===== src/rtl/l1_access_ctrl.sv =====
// Two-port front end for the direct-mapped L1: round-robin request arbitration,
// tag lookup, single-outstanding L2 refill, one-cycle response and hit/miss stats.
module l1_access_ctrl #(
  parameter int unsigned NUM_LINES = 16,
  parameter int unsigned ADDR_W    = 11,
  parameter int unsigned DATA_W    = 32,
  parameter int unsigned CNT_W     = 16
) (
  input  logic              clk,
  input  logic              rst,
  input  logic              flush,
  input  logic              req0_valid,
  input  logic [ADDR_W-1:0] req0_addr,
  output logic              req0_ready,
  input  logic              req1_valid,
  input  logic [ADDR_W-1:0] req1_addr,
  output logic              req1_ready,
  output logic              resp_valid,
  output logic              resp_port,
  output logic              resp_hit,
  output logic [DATA_W-1:0] resp_data,
  output logic              l2_req_valid,
  output logic [ADDR_W-1:0] l2_req_addr,
  input  logic              l2_req_ready,
  input  logic              l2_resp_valid,
  input  logic [DATA_W-1:0] l2_resp_data,
  output logic [CNT_W-1:0]  hit_count,
  output logic [CNT_W-1:0]  miss_count
);
  localparam int unsigned OFF_W = 4;
  localparam int unsigned IDX_W = $clog2(NUM_LINES);
  localparam int unsigned TAG_W = ADDR_W - IDX_W - OFF_W;

  typedef enum logic [2:0] {IDLE, LOOKUP, L2_REQ, L2_WAIT, RESP} state_t;

  state_t               state;
  state_t               next_state;
  logic [ADDR_W-1:0]    lat_addr;
  logic                 lat_port;
  logic                 last_grant;
  logic [NUM_LINES-1:0] line_valid;
  logic [TAG_W-1:0]     tag_mem  [NUM_LINES];
  logic [DATA_W-1:0]    data_mem [NUM_LINES];

  logic                 grant;
  logic                 grant_port;
  logic [IDX_W-1:0]     lat_idx;
  logic [TAG_W-1:0]     lat_tag;
  logic                 lookup_hit;
  logic                 refill;
  logic                 unused_offset;

  assign lat_idx       = lat_addr[OFF_W +: IDX_W];
  assign lat_tag       = lat_addr[OFF_W+IDX_W +: TAG_W];
  assign lookup_hit    = line_valid[lat_idx] && (tag_mem[lat_idx] == lat_tag);
  assign refill        = (state == L2_WAIT) && l2_resp_valid;
  assign unused_offset = ^lat_addr[OFF_W-1:0];

  // Next state, arbitration and the combinational accept strobes
  always_comb begin
    next_state = state;
    grant      = 1'b0;
    grant_port = 1'b0;
    req0_ready = 1'b0;
    req1_ready = 1'b0;
    case (state)
      IDLE: begin
        if (!rst && !flush && (req0_valid || req1_valid)) begin
          grant      = 1'b1;
          grant_port = (req0_valid && req1_valid) ? ~last_grant : req1_valid;
          next_state = LOOKUP;
        end
        req0_ready = grant && !grant_port;
        req1_ready = grant && grant_port;
      end
      LOOKUP:  next_state = lookup_hit ? RESP : L2_REQ;
      L2_REQ:  if (l2_req_ready) next_state = L2_WAIT;
      L2_WAIT: if (l2_resp_valid) next_state = RESP;
      RESP:    next_state = IDLE;
      default: next_state = IDLE;
    endcase
  end

  always_ff @(posedge clk) begin
    if (rst) begin
      state        <= IDLE;
      lat_addr     <= '0;
      lat_port     <= 1'b0;
      last_grant   <= 1'b1;
      line_valid   <= '0;
      resp_valid   <= 1'b0;
      resp_port    <= 1'b0;
      resp_hit     <= 1'b0;
      resp_data    <= '0;
      l2_req_valid <= 1'b0;
      l2_req_addr  <= '0;
      hit_count    <= '0;
      miss_count   <= '0;
    end else begin
      state        <= next_state;
      resp_valid   <= (next_state == RESP);
      l2_req_valid <= (next_state == L2_REQ);
      if (grant) begin
        lat_addr   <= grant_port ? req1_addr : req0_addr;
        lat_port   <= grant_port;
        last_grant <= grant_port;
      end
      if ((state == IDLE) && flush) begin
        line_valid <= '0;
      end
      if (state == LOOKUP) begin
        resp_port <= lat_port;
        if (lookup_hit) begin
          resp_hit  <= 1'b1;
          resp_data <= data_mem[lat_idx];
          if (hit_count != '1) hit_count <= hit_count + CNT_W'(1);
        end else begin
          l2_req_addr <= {lat_tag, lat_idx, OFF_W'(0)};
          if (miss_count != '1) miss_count <= miss_count + CNT_W'(1);
        end
      end
      if (refill) begin
        line_valid[lat_idx] <= 1'b1;
        resp_hit            <= 1'b0;
        resp_data           <= l2_resp_data;
      end
    end
  end

  // Tag/data arrays carry no reset; a refill racing a reset is dropped
  always_ff @(posedge clk) begin
    if (refill && !rst) begin
      tag_mem[lat_idx]  <= lat_tag;
      data_mem[lat_idx] <= l2_resp_data;
    end
  end

endmodule


===== config.mk =====
export PLATFORM = sky130hd
export DESIGN_NAME = l1_access_ctrl
export DESIGN_NICKNAME = d
export VERILOG_FILES = /design/src/rtl/l1_access_ctrl.sv
export SDC_FILE = /design/constraint.sdc
export NUM_CORES = 1
export LEC_CHECK = 0
export CAP_MARGIN = 0
export CORE_UTILIZATION = 30
export CTS_CLUSTER_DIAMETER = 60
export DETAILED_ROUTE_END_ITERATION = 6
export SLEW_MARGIN = 30
export SYNTH_ARGS = -nofsm -noshare
export SYNTH_HDL_FRONTEND = slang
export SYNTH_SLANG_ARGS = --single-unit

===== constraint.sdc =====
create_clock -name clk -period 5.7 [get_ports clk]
set_input_delay 0.855 -clock clk [delete_from_list [all_inputs] [get_ports clk]]
set_output_delay 0.855 -clock clk [all_outputs]
set_load 0.01 [all_outputs]

==> impl_metrics.env <==
export IMPL_outcome="complete, no violations"
export IMPL_setup_worst_path_class="reg -> reg"
export IMPL_drt_iter0_drc=1161
export IMPL_min_path_type="reg -> reg"
export IMPL_p_leak_uw=0.00961
export IMPL_dieArea_mm2=0.0871
export IMPL_fmax_ghz=0.251
export IMPL_grt_ovfl_total=0
export IMPL_drc=0
export IMPL_rr_worst_depth=7
export IMPL_syn_inst=1358
export IMPL_synth_area_leaders="edfxtp_1 (65%), mux4_2 (15%), dfxtp_1 (8.3%)"
export IMPL_fin_nets=1582
export IMPL_rsz0062_at_grt="false"
export IMPL_cts_root_buf="clkbuf_16"
export IMPL_dp_final_hpwl_um=34700
export IMPL_cp_common_cell="mux4_2"
export IMPL_worstSkewPairLatency_ns=0.62
export IMPL_clockBufferDepth=3
export IMPL_synthFlopType="edfxtp_1"
export IMPL_yosysUniqueCellTypes=52
export IMPL_setup_violations=0
export IMPL_io_pins=142
export IMPL_numPortBuffers=129
export IMPL_hp_start="line_valid[6]$_SDFF_PP0_"
export IMPL_end_kind="flip-flop"
export IMPL_fillers=7848
export IMPL_seq_power_share_pct=49.5
export IMPL_yosysWarnings=0
export IMPL_async_flop_share_pct=0
export IMPL_cts_buffers_inserted=74
export IMPL_layout_commonest_cell="edfxtp_1"
export IMPL_intPower_uw=8570
export IMPL_cts_setup_buffers=0
export IMPL_routed_wl_um=60700
export IMPL_min_to="line_valid[6]$_SDFF_PP0_"
export IMPL_drv_cap=0
export IMPL_netlist_area_mm2=0.0258
export IMPL_clockPowerShare_pct=47.1
export IMPL_gp_congestion=0.808
export IMPL_cts_resized=0
export IMPL_crit_fanout=54
export IMPL_ir_drop_mv=0.268
export IMPL_final_area_mm2=0.0313
export IMPL_finalCritPeriodShare_pct=69.9
export IMPL_drive_gt1_share_pct=23.3
export IMPL_yosysTopAreaCellShare_pct=65.2
export IMPL_fin_crit_ns=3.98
export IMPL_antenna_found_initial=2
export IMPL_cts_tree="done"
export IMPL_start_util_pct=30.3
export IMPL_worstMarginPinSlew_ns=0.924
export IMPL_layout_common_cells="edfxtp_1 (560), mux4_2 (176), nor2_1 (132), clkdlybuf4s50_1 (128), dfxtp_1 (103)"
export IMPL_grt_util_all_layers_pct=14.0
export IMPL_reg2reg_setup_slack_ns=1.72
export IMPL_ys_seq_area_share_pct=73.5
export IMPL_die_w_um=295
export IMPL_crit_path_start_kind="flip-flop"
export IMPL_clock_sinks=667
export IMPL_arrival_ns=4.45
export IMPL_crit_path_top_delay_cell="dfxtp_1"
export IMPL_synthToLayoutAreaGrowth_pct=21.3
export IMPL_holdBufCountCts=0
export IMPL_cp_cell_sequence="mux4_2, mux4_2, xnor2_1, and3_1, nand3_4, buf_12, a2111oi_0"
export IMPL_wl_per_cell_um=22.3
export IMPL_worstHoldPathCells=1
export IMPL_syn_avg_cell_area_um2=19.0
export IMPL_routed_via_density=5.00
export IMPL_htree_levels=3
export IMPL_fin_skew_ns=0.0385
export IMPL_clk_pin_slew_ns=0.06
export IMPL_reg2reg_to="resp_data[31]$_SDFFE_PP0P_"
export IMPL_grt_max_degree=59
export IMPL_grt_first_pass_wirelength_um=90400
export IMPL_dpl_cell_area_mm2=0.0287
export IMPL_vias=13621
export IMPL_core_area_mm2=0.0851
export IMPL_drt_first_pass_iters=5
export IMPL_p_per_area_mw_per_mm2=344
export IMPL_synth_edff_count=560
export IMPL_synth_seq_cells=667
export IMPL_netSwitchingFraction_pct=20.3
export IMPL_synth_top_cell_by_area="edfxtp_1"
export IMPL_max_stage_delay_ns=0.85
export IMPL_row_count=107
export IMPL_setup_tns_ns=0
export IMPL_die_h_um=295
export IMPL_hold_viol=0
export IMPL_cp_required_ns=6.17
export IMPL_drv_slew=0
export IMPL_grt_pass1_vias=13849
export IMPL_power_frac_comb_pct=3.4
export IMPL_power_switching_uw=2190
export IMPL_maxSlewHeadroom_pct=38.2
export IMPL_ant_nets=0
==> cells by family after synthesis <==
kind of cell / synth area share [%]
fa+ha+maj: 0.0970
simple gates: 4.81
xor+xnor: 0.0971
flops: 73.5
mux: 16.4
buf+inv: 1.58
other cells: 0.0145
compound gates: 3.47
==> power groups by stage <==
stage | combinational (uW) | sequential (uW) | clock, uW
global route | 399 | 5330 | 5360
floorplan | 233 | 5400 | 0
finish | 368 | 5330 | 5060
CTS | 374 | 5330 | 5170
global placement | 365 | 5430 | 0
detailed placement | 372 | 5430 | 0
==> Yosys cell counts (5+ instances only) <==
cell type  count
clkbuf_1      54
a2111oi_0     32
buf_1         16
buf_4          5
a21o_1        16
o21ai_0        5
nor2_1       146
nand3_1       19
nand2_1       22
and3_1        14
o311ai_0       5
buf_2         11
nor3_1        12
or4_1         16
edfxtp_1     560
o31ai_1       13
mux2i_1       21
nor2b_1        8
inv_1          8
a21oi_1       32
o41ai_1        6
mux2_2         5
mux4_2       176
dfxtp_1      107
==> worst max path at each step <==
stage	startpoint	to	slack (ns)	depth (start not counted)
6_report	flip-flop	resp_data[31]$_SDFFE_PP0P_	1.72	7
4_1_cts	flip-flop	resp_data[31]$_SDFFE_PP0P_	1.65	7
3_5_place_dp	l2_resp_valid	data_mem[3][13]$_DFFE_PP_	1.54	5
5_1_grt	flip-flop	resp_data[22]$_SDFFE_PP0P_	1.30	7
3_3_place_gp	l2_resp_valid	data_mem[3][14]$_DFFE_PP_	1.56	5
2_1_floorplan	rst	data_mem[0][0]$_DFFE_PP_	1.19	3
==> routing by layer <==
layer | track usage, % | part of all wire (%) | up-vias
li1 | - | - | 5879
met3 | 3.05 | 7.1 | 78
met2 | 22.4 | 48 | 482
met4 | 4.18 | 2.0 | 0
met5 | 0 | 0 | -
met1 | 19.2 | 43 | 7182
==> metrics by stage <==
stage          instances  worst slack, ns  hold WS, ns  total power, uW  util, %
6_report            2724             1.72        0.447            10800     36.7
5_1_grt             2724             1.30        0.469            11100     36.7
4_1_cts             2723             1.65        0.448            10900     36.7
3_5_place_dp        2587             1.54        0.434             5800     33.7
3_3_place_gp        2587             1.56        0.427             5800     33.7
2_1_floorplan       1361             1.19        0.421             5640        -
==> critical path: cells and delay by family, from the launching register on <==
family	cells	cell delay [ns]
muxes	2	1.13
DFF	1	0.85
and+or+nand+nor	2	0.76
AOI/OAI and AO/OA	1	0.43
buffers and inverters	1	0.42
xor gates and xnor gates	1	0.19
==> registers in the layout, summed over array words and instances (netlist names), 3 cells and up, named ones only <==
name	count
hit_count	16
data_mem	512
lat_addr	7
tag_mem	48
l2_req_addr	7
state	3
line_valid	16
resp_data	32
miss_count	16
==> layout make-up <==
| cell class | instances | area [um2] | share of cell area [%] |
|---|---|---|---|
| timing repair buffer | 170 | 1680 | 5.36 |
| clock buffer | 95 | 1960 | 6.27 |
| sequential | 667 | 19000 | 60.6 |
| multi-input combinational | 598 | 6570 | 21.0 |
| clock inverter | 41 | 649 | 2.08 |
| tap | 1144 | 1430 | 4.58 |
| inverter | 8 | 30.0 | 0.0960 |
| antenna | 1 | 2.50 | 0.00800 |
Note: power is estimated with default switching activity, not from simulation.
